**src/rtl/vga_timing_receiver.sv**
```systemverilog
// Rebuilds VGA pixel position from active-low sync edges, measures line/frame timing and qualifies lock.
// Optional DE_CHECK_EN adds a de_in port that is cross-checked against the recovered visible window.
module vga_timing_receiver #(
    parameter int H_DISPLAY   = 640,
    parameter int H_FRONT     = 16,
    parameter int H_SYNC      = 96,
    parameter int H_BACK      = 48,
    parameter int V_DISPLAY   = 480,
    parameter int V_FRONT     = 10,
    parameter int V_SYNC      = 2,
    parameter int V_BACK      = 33,
    parameter int LOCK_FRAMES = 2
) (
    input  logic        clk_25MHz,
    input  logic        reset_n,
    input  logic        hsync_in,
    input  logic        vsync_in,
`ifdef DE_CHECK_EN
    input  logic        de_in,
`endif
    output logic [9:0]  rx_x,
    output logic [9:0]  rx_y,
    output logic        rx_active,
    output logic        locked,
    output logic [10:0] line_len,
    output logic [9:0]  frame_lines,
    output logic [7:0]  err_count
);
    localparam int H_TOTAL = H_DISPLAY + H_FRONT + H_SYNC + H_BACK;
    localparam int V_TOTAL = V_DISPLAY + V_FRONT + V_SYNC + V_BACK;

    localparam logic [9:0]  X_LAST      = 10'(H_TOTAL - 1);
    localparam logic [9:0]  X_SYNC      = 10'(H_DISPLAY + H_FRONT);
    localparam logic [9:0]  X_VIS       = 10'(H_DISPLAY);
    localparam logic [9:0]  Y_LAST      = 10'(V_TOTAL - 1);
    localparam logic [9:0]  Y_SYNC      = 10'(V_DISPLAY + V_FRONT);
    localparam logic [9:0]  Y_VIS       = 10'(V_DISPLAY);
    localparam logic [10:0] LINE_NOM    = 11'(H_TOTAL);
    localparam logic [10:0] LOSS_LAST   = 11'(2 * H_TOTAL - 1);
    localparam logic [9:0]  FRAME_NOM   = 10'(V_TOTAL);
    localparam logic [7:0]  GOOD_TARGET = 8'(LOCK_FRAMES);

    typedef enum logic [1:0] {SEARCH, CHECK, LOCKED} state_t;

    state_t      state_q, state_d;
    logic        hs_q, vs_q;
    logic [9:0]  rxX_q, rxX_d, rxY_q, rxY_d;
    logic [10:0] lineCnt_q, lineCnt_d, lineLen_q, lineLen_d, lineMeas;
    logic [9:0]  hCount_q, hCount_d, frameLines_q, frameLines_d;
    logic        lineErr_q, lineErr_d, lineValid_q, lineValid_d;
    logic        locked_q, locked_d;
    logic [7:0]  goodCnt_q, goodCnt_d, errCount_q, errCount_d, errInc;
    logic        hFall, vFall, inVis, lineBad, deBad, lossEvt, frameGood;

    assign hFall     = hs_q & ~hsync_in;
    assign vFall     = vs_q & ~vsync_in;
    assign inVis     = (rxX_q < X_VIS) && (rxY_q < Y_VIS);
    assign lineMeas  = (lineCnt_q == 11'h7FF) ? lineCnt_q : lineCnt_q + 11'd1;
    assign lineBad   = hFall && lineValid_q && (lineMeas != LINE_NOM);
    assign lossEvt   = !hFall && (lineCnt_q == LOSS_LAST);
    assign frameGood = (hCount_q == FRAME_NOM) && !lineErr_q;
    assign errInc    = (errCount_q == 8'hFF) ? errCount_q : errCount_q + 8'd1;

`ifdef DE_CHECK_EN
    logic de_q;

    assign deBad = (state_q != SEARCH) && (de_q != inVis);

    always_ff @(posedge clk_25MHz or negedge reset_n) begin
        if (!reset_n) de_q <= 1'b0;
        else          de_q <= de_in;
    end
`else
    assign deBad = 1'b0;
`endif

    always_comb begin
        rxX_d        = (rxX_q == X_LAST) ? 10'd0 : rxX_q + 10'd1;
        rxY_d        = rxY_q;
        lineCnt_d    = (lineCnt_q == 11'h7FF) ? lineCnt_q : lineCnt_q + 11'd1;
        lineLen_d    = lineLen_q;
        hCount_d     = hCount_q;
        frameLines_d = frameLines_q;
        lineErr_d    = vFall ? 1'b0 : lineErr_q;
        lineValid_d  = lineValid_q;
        state_d      = state_q;
        goodCnt_d    = goodCnt_q;
        errCount_d   = errCount_q;

        if (hFall) begin
            rxX_d       = X_SYNC;
            lineCnt_d   = 11'd0;
            lineLen_d   = lineMeas;
            lineValid_d = 1'b1;
        end
        if (vFall)
            rxY_d = Y_SYNC;
        else if (!hFall && rxX_q == X_LAST)
            rxY_d = (rxY_q == Y_LAST) ? 10'd0 : rxY_q + 10'd1;

        // A sync fall coinciding with vsync belongs to the frame that is starting.
        if (vFall) begin
            frameLines_d = hCount_q;
            hCount_d     = hFall ? 10'd1 : 10'd0;
        end else if (hFall && hCount_q != 10'h3FF) begin
            hCount_d = hCount_q + 10'd1;
        end
        if (lineBad || deBad)
            lineErr_d = 1'b1;

        if (lossEvt) begin
            state_d = SEARCH;
            if (state_q == LOCKED) errCount_d = errInc;
        end else if (vFall) begin
            case (state_q)
                SEARCH: begin
                    state_d   = CHECK;
                    goodCnt_d = 8'd0;
                end
                CHECK: begin
                    if (frameGood) begin
                        goodCnt_d = goodCnt_q + 8'd1;
                        if (goodCnt_q + 8'd1 >= GOOD_TARGET) state_d = LOCKED;
                    end else begin
                        state_d = SEARCH;
                    end
                end
                LOCKED: begin
                    if (!frameGood) begin
                        state_d    = SEARCH;
                        errCount_d = errInc;
                    end
                end
                default: state_d = SEARCH;
            endcase
        end

        // Re-entering SEARCH discards the line reference so the next period is not judged.
        if (state_d == SEARCH && state_q != SEARCH)
            lineValid_d = 1'b0;
        locked_d = (state_d == LOCKED);
    end

    always_ff @(posedge clk_25MHz or negedge reset_n) begin
        if (!reset_n) begin
            hs_q         <= 1'b1;
            vs_q         <= 1'b1;
            rxX_q        <= '0;
            rxY_q        <= '0;
            lineCnt_q    <= '0;
            lineLen_q    <= '0;
            hCount_q     <= '0;
            frameLines_q <= '0;
            lineErr_q    <= 1'b0;
            lineValid_q  <= 1'b0;
            state_q      <= SEARCH;
            goodCnt_q    <= '0;
            errCount_q   <= '0;
            locked_q     <= 1'b0;
        end else begin
            hs_q         <= hsync_in;
            vs_q         <= vsync_in;
            rxX_q        <= rxX_d;
            rxY_q        <= rxY_d;
            lineCnt_q    <= lineCnt_d;
            lineLen_q    <= lineLen_d;
            hCount_q     <= hCount_d;
            frameLines_q <= frameLines_d;
            lineErr_q    <= lineErr_d;
            lineValid_q  <= lineValid_d;
            state_q      <= state_d;
            goodCnt_q    <= goodCnt_d;
            errCount_q   <= errCount_d;
            locked_q     <= locked_d;
        end
    end

    assign rx_x        = rxX_q;
    assign rx_y        = rxY_q;
    assign locked      = locked_q;
    assign rx_active   = locked_q && inVis;
    assign line_len    = lineLen_q;
    assign frame_lines = frameLines_q;
    assign err_count   = errCount_q;
endmodule

```
**config.mk**
```make
export PLATFORM = sky130hd
export DESIGN_NAME = vga_timing_receiver
export DESIGN_NICKNAME = d
export VERILOG_FILES = /design/src/rtl/vga_timing_receiver.sv
export SDC_FILE = /design/constraint.sdc
export NUM_CORES = 1
export LEC_CHECK = 0
export BUFFER_PORTS_ARGS = -buffer_cell sky130_fd_sc_hd__buf_2
export CAP_MARGIN = 25
export CORE_ASPECT_RATIO = 0.5
export CORE_MARGIN = 3
export CORE_UTILIZATION = 50
export DETAILED_ROUTE_END_ITERATION = 16
export GPL_TIMING_DRIVEN = 0
export MAX_ROUTING_LAYER = met4
export PLACE_DENSITY = 0.8
export SLEW_MARGIN = 20
export SYNTH_ARGS = -nofsm -noshare
export SYNTH_HDL_FRONTEND = slang
export SYNTH_SLANG_ARGS = --single-unit
```
**constraint.sdc**
```tcl
create_clock -name clk_25MHz -period 4.6 [get_ports clk_25MHz]
set_input_delay 0.46 -clock clk_25MHz [delete_from_list [all_inputs] [get_ports clk_25MHz]]
set_output_delay 0.46 -clock clk_25MHz [all_outputs]
set_load 0.02 [all_outputs]
```
### After elaboration in Yosys (flattened, before gate mapping)

Cells that the tools add are included.

* div/mod/pow operators: 0
* bitwise gates (word level): 5
* shift-type cells: 0
* multiplexer cells: 28
* reduce and logical (&&, ||, !) cells: 22
* $add $sub $neg: 6
* multipliers: 0
* equal/unequal tests: 13
* magnitude comparators: 3

Operators by type and width (count)
* 10-bit 2-to-1 mux: 7
* 8-bit 2-to-1 mux: 7
* 10-bit by 1-bit adder with 10-bit output, second input constant: 3
* 10-bit == test, second input constant: 3
* 11-bit == test, second input constant: 2
* 11-bit 2-to-1 mux: 2
* 8-bit by 1-bit adder with 8-bit output, second input constant: 2
* 8-bit case mux with 2 select lines: 1
* 2-bit nonzero test: 7
* 11-bit by 1-bit adder with 11-bit output, second input constant: 1
* 11-bit by 10-bit inequality test with 1-bit output, second input constant: 1
* 10-bit less-than comparator, second input constant: 1
* 10-bit by 9-bit less-than comparator with 1-bit output, second input constant: 1
* 2-bit 2-to-1 mux: 5
* 10-bit inequality test, second input constant: 1
* 1-bit logical AND: 9
* 8-bit == test, second input constant: 1
* 8-bit by 2-bit greater-or-equal comparator with 1-bit output, second input constant: 1
* 2-bit case mux with 3 select lines: 1
* 1-bit 2-to-1 mux: 5
* 2-bit == test, second input constant: 2
* 2-bit logical NOT: 2
* 2-bit inequality test, second input constant: 2
* 4-bit AND reduction: 1
* other kinds (5): 9

* memories: 0
* output and inout bits: 51
* bits in read-only memories: 0
* RAM bits: 0
* latch bits: 0
* flip-flop bits (word level): 85
* word-level logic and storage cells: 91

### Logic depth before layout (Yosys ltp)

Gate-level depths: netlist of the first run.

* depth after elaboration: 10
* depth in mapped cells: 8
* gate-level depth less buffers: 7

### Least setup slack after synthesis of the first run

Ideal clock, no wire load.

* path kind: reg-to-reg
* start: register rxX_q[0] (netlist: rx_x[0])
* end: register rxY_q[9] (netlist: rx_y[9])
* data arrival time: 2.076 ns
* path slack: 2.446 ns
* stages on the path, launching flop included: 8
* data required time: 4.522 ns
* cells stage by stage: dfrtp_1 -> ha_1 -> and4_1 -> nand4_2 -> or2_0 -> buf_2 -> or4_1 -> a21oi_1

* word-level cells in the longest chain between the ends: 3

RTL lines
* start: declaration: RTL line 47 `logic [9:0] rxX_q, rxX_d, rxY_q, rxY_d;`
* start signal: assignment: RTL line 163 `rxX_q <= rxX_d;`
* 10-bit == test: RTL line 98 `else if (!hFall && rxX_q == X_LAST)`
* 1-bit logical AND: RTL line 98
* 2-bit nonzero test (no source line)
* end signal: assignment: RTL line 164 `rxY_q <= rxY_d;`
* end: declaration: RTL line 47

No other way between the ends.
A chain may end at the register's enable or synchronous reset.

### Worst setup path after layout of the first run

* start: register hs_q
* end: register goodCnt_q[4]

* word-level cells in the longest chain between the ends: 5

RTL lines
* start: declaration: RTL line 46 `logic hs_q, vs_q;`
* start signal: assignment: RTL line 161 `hs_q <= hsync_in;`
* 1-bit AND: RTL line 55 `assign hFall = hs_q & ~hsync_in;`
* 1-bit logical NOT: RTL line 60 `assign lossEvt = !hFall && (lineCnt_q == LOSS_LAST);`
* 1-bit logical AND: RTL line 60
* 1-bit NOT (no source line)
* 4-bit AND reduction (no source line)
* end signal: assignment: RTL line 172 `goodCnt_q <= goodCnt_d;`
* end: declaration: RTL line 52 `logic [7:0] goodCnt_q, goodCnt_d, errCount_q, errCount_d, errInc;`

No other way between the ends.

==> results of run 1 <==
==> final timing paths <==
| path | endpoint | cells past startpoint | slack, ps | start |
|---|---|---|---|---|
| worst max register to register | goodCnt_q[4] | 6 | 2180 | hs_q |
| worst min register to register | frame_lines[8] | 2 | 470 | frame_lines[8] |
| worst max-delay path | goodCnt_q[4] | 6 | 2180 | hs_q |
| max in group asynchronous | vs_q | 2 | 3790 | reset_n |
| worst min-delay path | lineCnt_q[9] | 1 | 120 | reset_n |
| min in group clk_25MHz | hs_q | 1 | 240 | hsync_in |
==> per-layer routing <==
| metal | routed length, µm | global-route usage, % | share of wire, % | vias to the layer above |
|---|---|---|---|---|
| li1 | - | - | - | 1810 |
| met1 | 4670 | 29.9 | 48 | 1808 |
| met2 | 4440 | 32.4 | 45 | 108 |
| met3 | 541 | 5.96 | 5.5 | 12 |
| met4 | 113 | 5.15 | 1.2 | 0 |
| met5 | 0 | - | 0 | - |
==> logic make-up after synthesis <==
| group | Yosys count | synth area share, % |
|---|---|---|
| adders and majority gates | 9 | 2.59 |
| AOI/OAI and AO/OA | 100 | 14.4 |
| muxes | 4 | 0.949 |
| DFF | 85 | 48.9 |
| and+or+nand+nor | 211 | 24.8 |
| xor gates and xnor gates | 25 | 5.03 |
| buffers and inverters | 37 | 3.34 |
==> worst max-delay path, stage by stage, from the launching register on <==
cell	delay [ps]
sky130_fd_sc_hd__dfstp_2	370
sky130_fd_sc_hd__nand2b_1	90
sky130_fd_sc_hd__clkbuf_1	450
sky130_fd_sc_hd__nand4_1	280
sky130_fd_sc_hd__o221ai_1	520
sky130_fd_sc_hd__clkbuf_1	420
sky130_fd_sc_hd__a22o_1	220
==> power breakdown <==
group	internal, mW	leakage [nW]	switching (mW)
clock	0.417	0.138	0.292
sequential	0.824	1.09	0.0856
combinational	0.131	1.13	0.215
==> layout by cell type (no fill, tap or decap), types with 4 or more instances in the layout <==
master	synthesis	final
sky130_fd_sc_hd__a211oi_1	6	6
sky130_fd_sc_hd__a21oi_1	13	13
sky130_fd_sc_hd__a22o_1	6	6
sky130_fd_sc_hd__and2_1	4	4
sky130_fd_sc_hd__and3_1	9	9
sky130_fd_sc_hd__and4_1	4	4
sky130_fd_sc_hd__buf_2	4	57
sky130_fd_sc_hd__clkbuf_1	23	23
sky130_fd_sc_hd__clkbuf_16	0	9
sky130_fd_sc_hd__dfrtp_1	83	83
sky130_fd_sc_hd__ha_1	9	9
sky130_fd_sc_hd__inv_1	9	9
sky130_fd_sc_hd__nand2_1	67	67
sky130_fd_sc_hd__nand2b_1	6	6
sky130_fd_sc_hd__nand3_1	26	26
sky130_fd_sc_hd__nand4_1	14	14
sky130_fd_sc_hd__nor2_1	40	40
sky130_fd_sc_hd__nor2b_1	5	5
sky130_fd_sc_hd__nor3_1	9	9
sky130_fd_sc_hd__o21ai_0	49	49
sky130_fd_sc_hd__o311ai_0	5	5
sky130_fd_sc_hd__or2_2	5	5
sky130_fd_sc_hd__or3_1	5	5
sky130_fd_sc_hd__xnor2_1	8	8
sky130_fd_sc_hd__xor2_1	17	17
==> stage by stage <==
step           hold slack [ps]  total power, mW  std cells  cell area (µm²)  util, %
2_1_floorplan              164             1.15        471             4350        -
3_3_place_gp               455             1.25        637             4760     57.9
3_5_place_dp               459             1.27        638             4780     58.1
4_1_cts                    136             1.98        653             5070     61.6
5_1_grt                    159             2.07        653             5070     61.6
6_report                   124             1.96        653             5070     61.6
==> Yosys cell counts, drive strengths merged, types with 6 or more instances <==
library cell	number	area [µm²]
dfrtp	83	2080
nand2	67	251
o21ai	49	245
nor2	40	150
nand3	26	130
clkbuf	24	91.3
xor2	17	149
nand4	16	113
a21oi	13	65.1
and3	9	56.3
ha	9	113
inv	9	33.8
nor3	9	45.0
xnor2	8	70.1
a211oi	6	45.0
a22o	6	52.6
nand2b	6	37.5
or2	6	37.5
==> area by class of cell <==
class / count / area (µm²)
buffer: 28 / 111
clock buffer: 9 / 225
clock inverter: 6 / 63.8
fill: 687 / 3160
inverter: 9 / 33.8
multi-input combinational: 349 / 2080
sequential: 85 / 2130
tap: 112 / 140
timing repair buffer: 55 / 293
==> state kept, by name, summed over array words and instances, names as in the netlist <==
name,cells
lineErr_q,1
frame_lines,10
line_len,11
vs_q,1
rx_x,10
locked,1
hs_q,1
hCount_q,10
lineValid_q,1
err_count,8
rx_y,10
state_q,2
lineCnt_q,11
goodCnt_q,8
==> flow_metrics.tcl, run 1 <==
set metrics [dict create \
    status "finished, final reports clean" \
    synth.yosys.warnings 0 \
    clock_pin_slew_reported_for_the_worst_setup_and_hold_paths_after_clock_tree_synthesis_ps 60 \
    place.detailed.hpwl_um 6780 \
    grt_max_degree 46 \
    drt-initial-drc-count 218 \
    globalRoute.totalOverflow 0 \
    htree_num_levels 3 \
    first_global_vias 3566 \
    synth-async-reset-ratio_pct 100 \
    cp_data_arrival_time_ps 2700 \
    timing.final.setup_violations 0 \
    synth_top_flop_cell "sky130_fd_sc_hd__dfrtp_1" \
    cts.sink_count 85 \
    detail-route-antenna-nets 0 \
    final.min_clock_period_ps 2420 \
    initial_core_utilization_pct 52.9 \
    io_pins 55 \
    worst_clock_skew_ps 5.77 \
    static_leakage_power_nw 2.36 \
    fp.dieArea_mm2 0.00993 \
    min_path_type "primary input to asynchronous set/reset pin" \
    crit_path_start_kind "register" \
    post_synth_instance_area_mm2 0.00435 \
    critical_path_sink_type "register" \
    required_ps 4870 \
    timing_worst_slew_pin_value_ps 792 \
    fin_setup_tns_ps 0 \
    fp-row-count 23 \
    worstSkewPairLatency_ps 340 \
    fin_crit_sh_pct 52.7 \
    maxSlewViolCount 0 \
    ys_seq_area_share_pct 48.9 \
    post_synth_inst_count 471 \
    worstPathMaxFanout 10 \
    post_placement_setup_slack_ps 1890 \
    floorplan.die.width_um 138 \
    drt-pass1-iter-count 5 \
    drc_violation_count_after_routing 0 \
    layout.nets 550 \
    timing.max_cap.violations 0 \
    timing.slew.headroom_pct 46.7 \
    synth_enable_flop_cells 0 \
    placement.io_buffers 54 \
    vias_per_cell 5.72 \
    tritoncts_clock_tree "built" \
    hold_buffers 0 \
    max-clock-path-buffers 2 \
    routabilityCongestion 0.829 \
    routed_wirelength_um 9760 \
    grt_first_pass_wirelength_um 16900 \
    cts-buffers-inserted 9 \
    max_freq_ghz 0.413 \
    num_vias 3738 \
    floorplan_core_area_mm2 0.00823 \
    die_height_um 72.0 \
    yosysUniqueCellTypes 56 \
    clock_tree.root_cell "sky130_fd_sc_hd__clkbuf_16" \
    yosys_register_bits 85 \
    routed_length_per_instance_um 14.9 \
    synth.avg_cell_area_um2 9.24 \
    post_cts_resized 0 \
    post-cts-setup-buffers 0 \
    final_hold_viols 0 \
    drive_gt1_share_pct 16.6 \
    peakVddDrop_mv 0.257 \
    area_growth_pct 16.6 \
    antenna-diode-count 0 \
    power_density_mw_per_mm2 387 \
    worst-setup-path-type "register to register" \
    syn-num-nets 484 \
    grt_antenna_before_repair 0 \
    grtUsageTotal_pct 21.7 \
    timing.final.ws_setup_ps 2180 \
    rsz0062_at_grt "false" \
]
Power figures use the tool's default switching activity.
==> run 2, diff against run 1 <==
==> constraint.sdc (replaced) <==
create_clock -name clk_25MHz -period 2.25 [get_ports clk_25MHz]
set_input_delay 0.225 -clock clk_25MHz [delete_from_list [all_inputs] [get_ports clk_25MHz]]
set_output_delay 0.225 -clock clk_25MHz [all_outputs]
set_load 0.02 [all_outputs]
==> run 2 against run 1 <==
  * Worst setup slack got worse by 2100 ps
  * First-iteration DRC count is 1.4% higher
  * Critical endpoint is now err_count[1]
  * Routed wire length increased by 2.8%
  * Utilization rose by 1.2 points
==> flow_metrics.tcl, run 2 (synthesized netlist as in run 1, its figures left out) <==
set metrics [dict create \
    status "finished, final reports clean" \
    globalRoute.totalOverflow 0 \
    num_vias 3720 \
    floorplan.die.width_um 138 \
    fin_util_pct 62.8 \
    timing.max_cap.violations 0 \
    grt_max_degree 46 \
    cts.sink_count 85 \
    timing.critical_path.mode_cell "sky130_fd_sc_hd__and2_1" \
    detailed_place.area_mm2 0.00478 \
    worst-setup-path-type "register to register" \
    fp-row-count 23 \
    crit_path_start_kind "register" \
    fin_setup_tns_ps 0 \
    final.min_clock_period_ps 2160 \
    grtUsageTotal_pct 21.7 \
    final_hold_viols 0 \
    worstPathMaxFanout 8 \
    most_common_cell_after_layout_fill_and_taps_aside "sky130_fd_sc_hd__dfrtp_1" \
    floorplan_core_area_mm2 0.00823 \
    drc_violation_count_after_routing 0 \
    io_pins 55 \
    cpMaxStageDelayCell "sky130_fd_sc_hd__dfrtp_2" \
    routed_length_per_instance_um 15.3 \
    power_density_mw_per_mm2 785 \
    die_height_um 72.0 \
    post_placement_setup_slack_ps -221 \
    worst_path_dominant_cell_family "simple AND/OR/NAND/NOR gates" \
    first_global_vias 3583 \
    critical_path_sink_type "register" \
    nFillCells 674 \
    place.detailed.hpwl_um 6780 \
    tritoncts_clock_tree "built" \
    clock_pin_slew_reported_for_the_worst_setup_and_hold_paths_after_clock_tree_synthesis_ps 60 \
    drive_gt1_share_pct 18.5 \
    required_ps 2470 \
    clock_tree.root_cell "sky130_fd_sc_hd__clkbuf_16" \
    initial_core_utilization_pct 52.9 \
    grt_first_pass_wirelength_um 16900 \
    htree_num_levels 3 \
    worst_clock_skew_ps 6.85 \
    max-clock-path-buffers 2 \
    timing.final.setup_violations 0 \
    min_path_type "primary input to register" \
    max_freq_ghz 0.463 \
    cts-buffers-inserted 9 \
    worstSkewPairLatency_ps 340 \
    timing.slew.headroom_pct 61.0 \
    timing.critical_path.cells "ha_1 -> and2_1 -> and2_1 -> buf_2 -> a22oi_2 -> nor2_1 -> mux2_2" \
    timing_worst_slew_pin_value_ps 585 \
    placement.io_buffers 54 \
    area_growth_pct 18.8 \
    grt_antenna_before_repair 0 \
    routabilityCongestion 0.829 \
    cp_data_arrival_time_ps 2380 \
    detail-route-antenna-nets 0 \
    peakVddDrop_mv 0.530 \
    final_cell_mix "82 x sky130_fd_sc_hd__dfrtp_1, 67 x sky130_fd_sc_hd__nand2_1, 57 x sky130_fd_sc_hd__buf_2, 49 x sky130_fd_sc_hd__o21ai_0, 40 x sky130_fd_sc_hd__nor2_1" \
    timing.final.ws_setup_ps 92.0 \
    static_leakage_power_nw 2.40 \
    antenna-diode-count 0 \
    post-route-cell-area_mm2 0.00517 \
    fin_crit_sh_pct 95.9 \
    critical_path_buf_inv_count 1 \
    drt-initial-drc-count 221 \
    worst_path_largest_cell_delay_ps 460 \
    vias_per_cell 5.66 \
    fp.dieArea_mm2 0.00993 \
    drt-pass1-iter-count 5 \
    routed_wirelength_um 10000 \
    layout.nets 554 \
    maxSlewViolCount 0 \
]
==> run 2: routing by layer <==
layer / share of wire [%] / wire, µm / GRT usage, %
met5: 0 / 0 / -
met2: 45 / 4540 / 32.6
met3: 5.2 / 519 / 5.68
met1: 48 / 4850 / 30.0
met4: 1.2 / 125 / 5.15
==> run 2: layout make-up <==
cell class / instances / area (µm²) / share of cell area (%)
multi-input combinational: 349 / 2130 / 41.1
tap: 112 / 140 / 2.71
clock inverter: 6 / 63.8 / 1.23
sequential: 85 / 2130 / 41.2
clock buffer: 9 / 225 / 4.36
inverter: 9 / 33.8 / 0.654
buffer: 27 / 111 / 2.15
timing repair buffer: 60 / 338 / 6.54
==> run 2: per-stage QoR <==
step	instances	hold slack (ps)	power [mW]
5_1_grt	657	438	4.27
4_1_cts	656	418	4.05
2_1_floorplan	471	-70.6	2.34
6_report	657	387	4.06
3_5_place_dp	638	257	2.59
3_3_place_gp	637	349	2.55
==> run 2: power by group <==
part	internal [mW]	switching, mW
clock	0.853	0.606
sequential	1.69	0.182
combinational	0.286	0.447
==> run 2: path summary, 6_finish.rpt <==
path                                 from        endpoint  slack [ps]  depth (start not counted)
min in group asynchronous         reset_n         rx_x[1]         440                          2
setup / recovery             lineCnt_q[1]    err_count[1]          90                          7
hold / removal                   hsync_in         rx_x[2]         390                          4
max in group asynchronous         reset_n            vs_q        1130                          3
hold reg to reg            frame_lines[8]  frame_lines[8]         470                          2
setup reg to reg             lineCnt_q[1]    err_count[1]          90                          7
==> run 2: worst reg2reg max path, cell delays in order, from the launching register on <==
cell	delay [ps]
sky130_fd_sc_hd__dfrtp_2	460
sky130_fd_sc_hd__ha_1	250
sky130_fd_sc_hd__and2_1	200
sky130_fd_sc_hd__and2_1	170
sky130_fd_sc_hd__buf_2	160
sky130_fd_sc_hd__a22oi_2	350
sky130_fd_sc_hd__nor2_1	150
sky130_fd_sc_hd__mux2_2	300
==> run 2: what timing repair did <==
item / CTS / global route
endpoints found under the hold margin: 45 / 0
endpoints found under the setup margin: 8 / 23
hold buffers: 3 / 0
buffers inserted: 0 / 2
pin swaps: 0 / 1
resized for setup: 2 / 13
cloned: 0 / 0
==> run 3, diff against run 2 <==
--- a/config.mk
+++ b/config.mk
@@ -11,7 +11,6 @@
 export CORE_MARGIN = 3
 export CORE_UTILIZATION = 50
 export DETAILED_ROUTE_END_ITERATION = 16
-export GPL_TIMING_DRIVEN = 0
 export MAX_ROUTING_LAYER = met4
 export PLACE_DENSITY = 0.8
 export SLEW_MARGIN = 20
==> constraint.sdc (replaced) <==
create_clock -name clk_25MHz -period 2.3 [get_ports clk_25MHz]
set_input_delay 0.23 -clock clk_25MHz [delete_from_list [all_inputs] [get_ports clk_25MHz]]
set_output_delay 0.23 -clock clk_25MHz [all_outputs]
set_load 0.02 [all_outputs]
==> run 3 against run 2 <==
  * Sequential share of layout area increased by 0.70 points
  * Maximum frequency increased by 0.98%
  * Utilization decreased by 1.1 points
  * Flip-flop and latch count unchanged
  * Design area decreased by 1.7%
  * Register-to-register slack improved by 70 ps
  * Clock skew decreased by 1.3 ps
  * Worst hold slack got worse by 370 ps
  * Combinational power decreased by 7.8%
  * Largest power group unchanged
==> flow_metrics.tcl, run 3 (synthesized netlist as in run 1, its figures left out) <==
set metrics [dict create \
    timing.max_cap.violations 0 \
    initial_core_utilization_pct 52.9 \
    io_pins 55 \
    critical_path_buf_inv_count 0 \
    routabilityCongestion 0.850 \
    dpl.cell_count 622 \
    post_placement_setup_slack_ps 177 \
    detail-route-antenna-nets 0 \
    fin_util_pct 61.7 \
    worst_path_largest_cell_delay_ps 510 \
    rsz0062_at_grt "false" \
    clock_pin_slew_reported_for_the_worst_setup_and_hold_paths_after_clock_tree_synthesis_ps 60 \
    worst_path_dominant_cell_family "simple AND/OR/NAND/NOR gates" \
    place.detailed.hpwl_um 6370 \
    switching_portion_of_total_power_pct 29.2 \
    drive_gt1_share_pct 18.4 \
    min_path_type "primary input to register" \
    p_comb_share_pct 17.1 \
    drc_violation_count_after_routing 0 \
    seq_power_share_pct 46.6 \
    nFillCells 713 \
    post-cts-setup-buffers 0 \
    static_leakage_power_nw 2.38 \
    crit_path_start_kind "register" \
    worstPathMaxFanout 8 \
    timing.slew.headroom_pct 63.5 \
    fp-row-count 23 \
    cts-buffers-inserted 9 \
    post-route-cell-area_mm2 0.00508 \
    cpMaxStageDelayCell "sky130_fd_sc_hd__or4_1" \
    placement.io_buffers 54 \
    timing.critical_path.cells "ha_1 -> and4_1 -> nand4_2 -> or2_0 -> or4_1 -> a21oi_1" \
    worstSkewPairLatency_ps 340 \
    critical_path_sink_type "register" \
    cp_data_arrival_time_ps 2400 \
    antenna-diode-count 0 \
    routed_length_per_instance_um 14.2 \
    first_global_vias 3135 \
    most_common_cell_after_layout_fill_and_taps_aside "sky130_fd_sc_hd__dfrtp_1" \
    power.share.clock_pct 36.3 \
    drt-initial-drc-count 202 \
    clock_tree.root_cell "sky130_fd_sc_hd__clkbuf_16" \
    power.switching_mw 1.15 \
    required_ps 2570 \
    max-clock-path-buffers 2 \
    hold_path_depth 1 \
    grt_max_degree 46 \
    die_height_um 72.0 \
    post_cts_resized 0 \
    grt_antenna_before_repair 0 \
    globalRoute.totalOverflow 0 \
    ff2ff_path_depth 6 \
    area_growth_pct 16.7 \
    hold_ws_ps 16.6 \
    timing.final.setup_violations 0 \
    path_depth 6 \
    hold_buffers 2 \
    fp.dieArea_mm2 0.00993 \
    layout.nets 536 \
    fin_cells 640 \
    htree_num_levels 3 \
    routed_wirelength_um 9110 \
    final_cell_mix "83 x sky130_fd_sc_hd__dfrtp_1, 67 x sky130_fd_sc_hd__nand2_1, 53 x sky130_fd_sc_hd__buf_2, 49 x sky130_fd_sc_hd__o21ai_0, 40 x sky130_fd_sc_hd__nor2_1" \
    power_density_mw_per_mm2 776 \
    worst_clock_skew_ps 5.54 \
    floorplan.die.width_um 138 \
    fin_setup_tns_ps 0 \
    final_hold_viols 0 \
    tritoncts_clock_tree "built" \
    vias_per_cell 5.53 \
    status "finished, final reports clean" \
    p_total_mw 3.94 \
    fin_crit_sh_pct 92.9 \
    cts.sink_count 85 \
    final.min_clock_period_ps 2140 \
    timing_worst_slew_pin_value_ps 543 \
    num_vias 3536 \
    drt-pass1-iter-count 4 \
    internal_power_mw 2.79 \
    r2r_setup_slack_ps 160 \
    timing.final.ws_setup_ps 163 \
    maxSlewViolCount 0 \
    detailed_place.area_mm2 0.00477 \
    floorplan_core_area_mm2 0.00823 \
    peakVddDrop_mv 0.534 \
    grt_first_pass_wirelength_um 15400 \
    worst-setup-path-type "register to register" \
    grtUsageTotal_pct 20.1 \
    max_freq_ghz 0.468 \
]
## run 3: cell types whose count changed in the layout (fill, tap and decap cells not counted), moves of 2 or more
cell                       before  now
sky130_fd_sc_hd__buf_4          3   13
sky130_fd_sc_hd__ha_1           7    9
sky130_fd_sc_hd__clkbuf_2       4    0
sky130_fd_sc_hd__clkbuf_1      19    2
sky130_fd_sc_hd__buf_2         57   53
## run 3: final timing paths
path	start	endpoint
max	rx_x[0]	rx_y[9]
min	vsync_in	vs_q
max reg2reg	rx_x[0]	rx_y[9]
min reg2reg	frame_lines[3]	frame_lines[3]
max in group asynchronous	reset_n	vs_q
min in group asynchronous	reset_n	rx_y[5]
## run 3: layer usage
metal  up-vias  GRT usage [%]  wire length (µm)
met3         8           6.30               463
met5         -              -                 0
li1       1779              -                 -
met4         0           4.71                86
met2        75           28.6              3920
met1      1674           28.6              4640
## run 3: power by group through the flow
stage	Combinational [mW]	Clock [mW]	Sequential, mW
after detailed placement	0.674	0	1.86
after floorplan	0.403	0	1.89
final	0.676	1.43	1.84
after global placement	0.659	0	1.85
after CTS	0.684	1.46	1.84
after global routing	0.764	1.54	1.87
## run 3: area by class of cell
cell class	count	area, µm²	share of cell area [%]
clock buffers	12	246	4.85
clock inverters	4	47.5	0.936
inverters	9	33.8	0.665
multi-input cells	349	2080	40.9
flip-flops and latches	85	2130	41.9
well taps	112	140	2.76
repair buffers	69	403	7.93
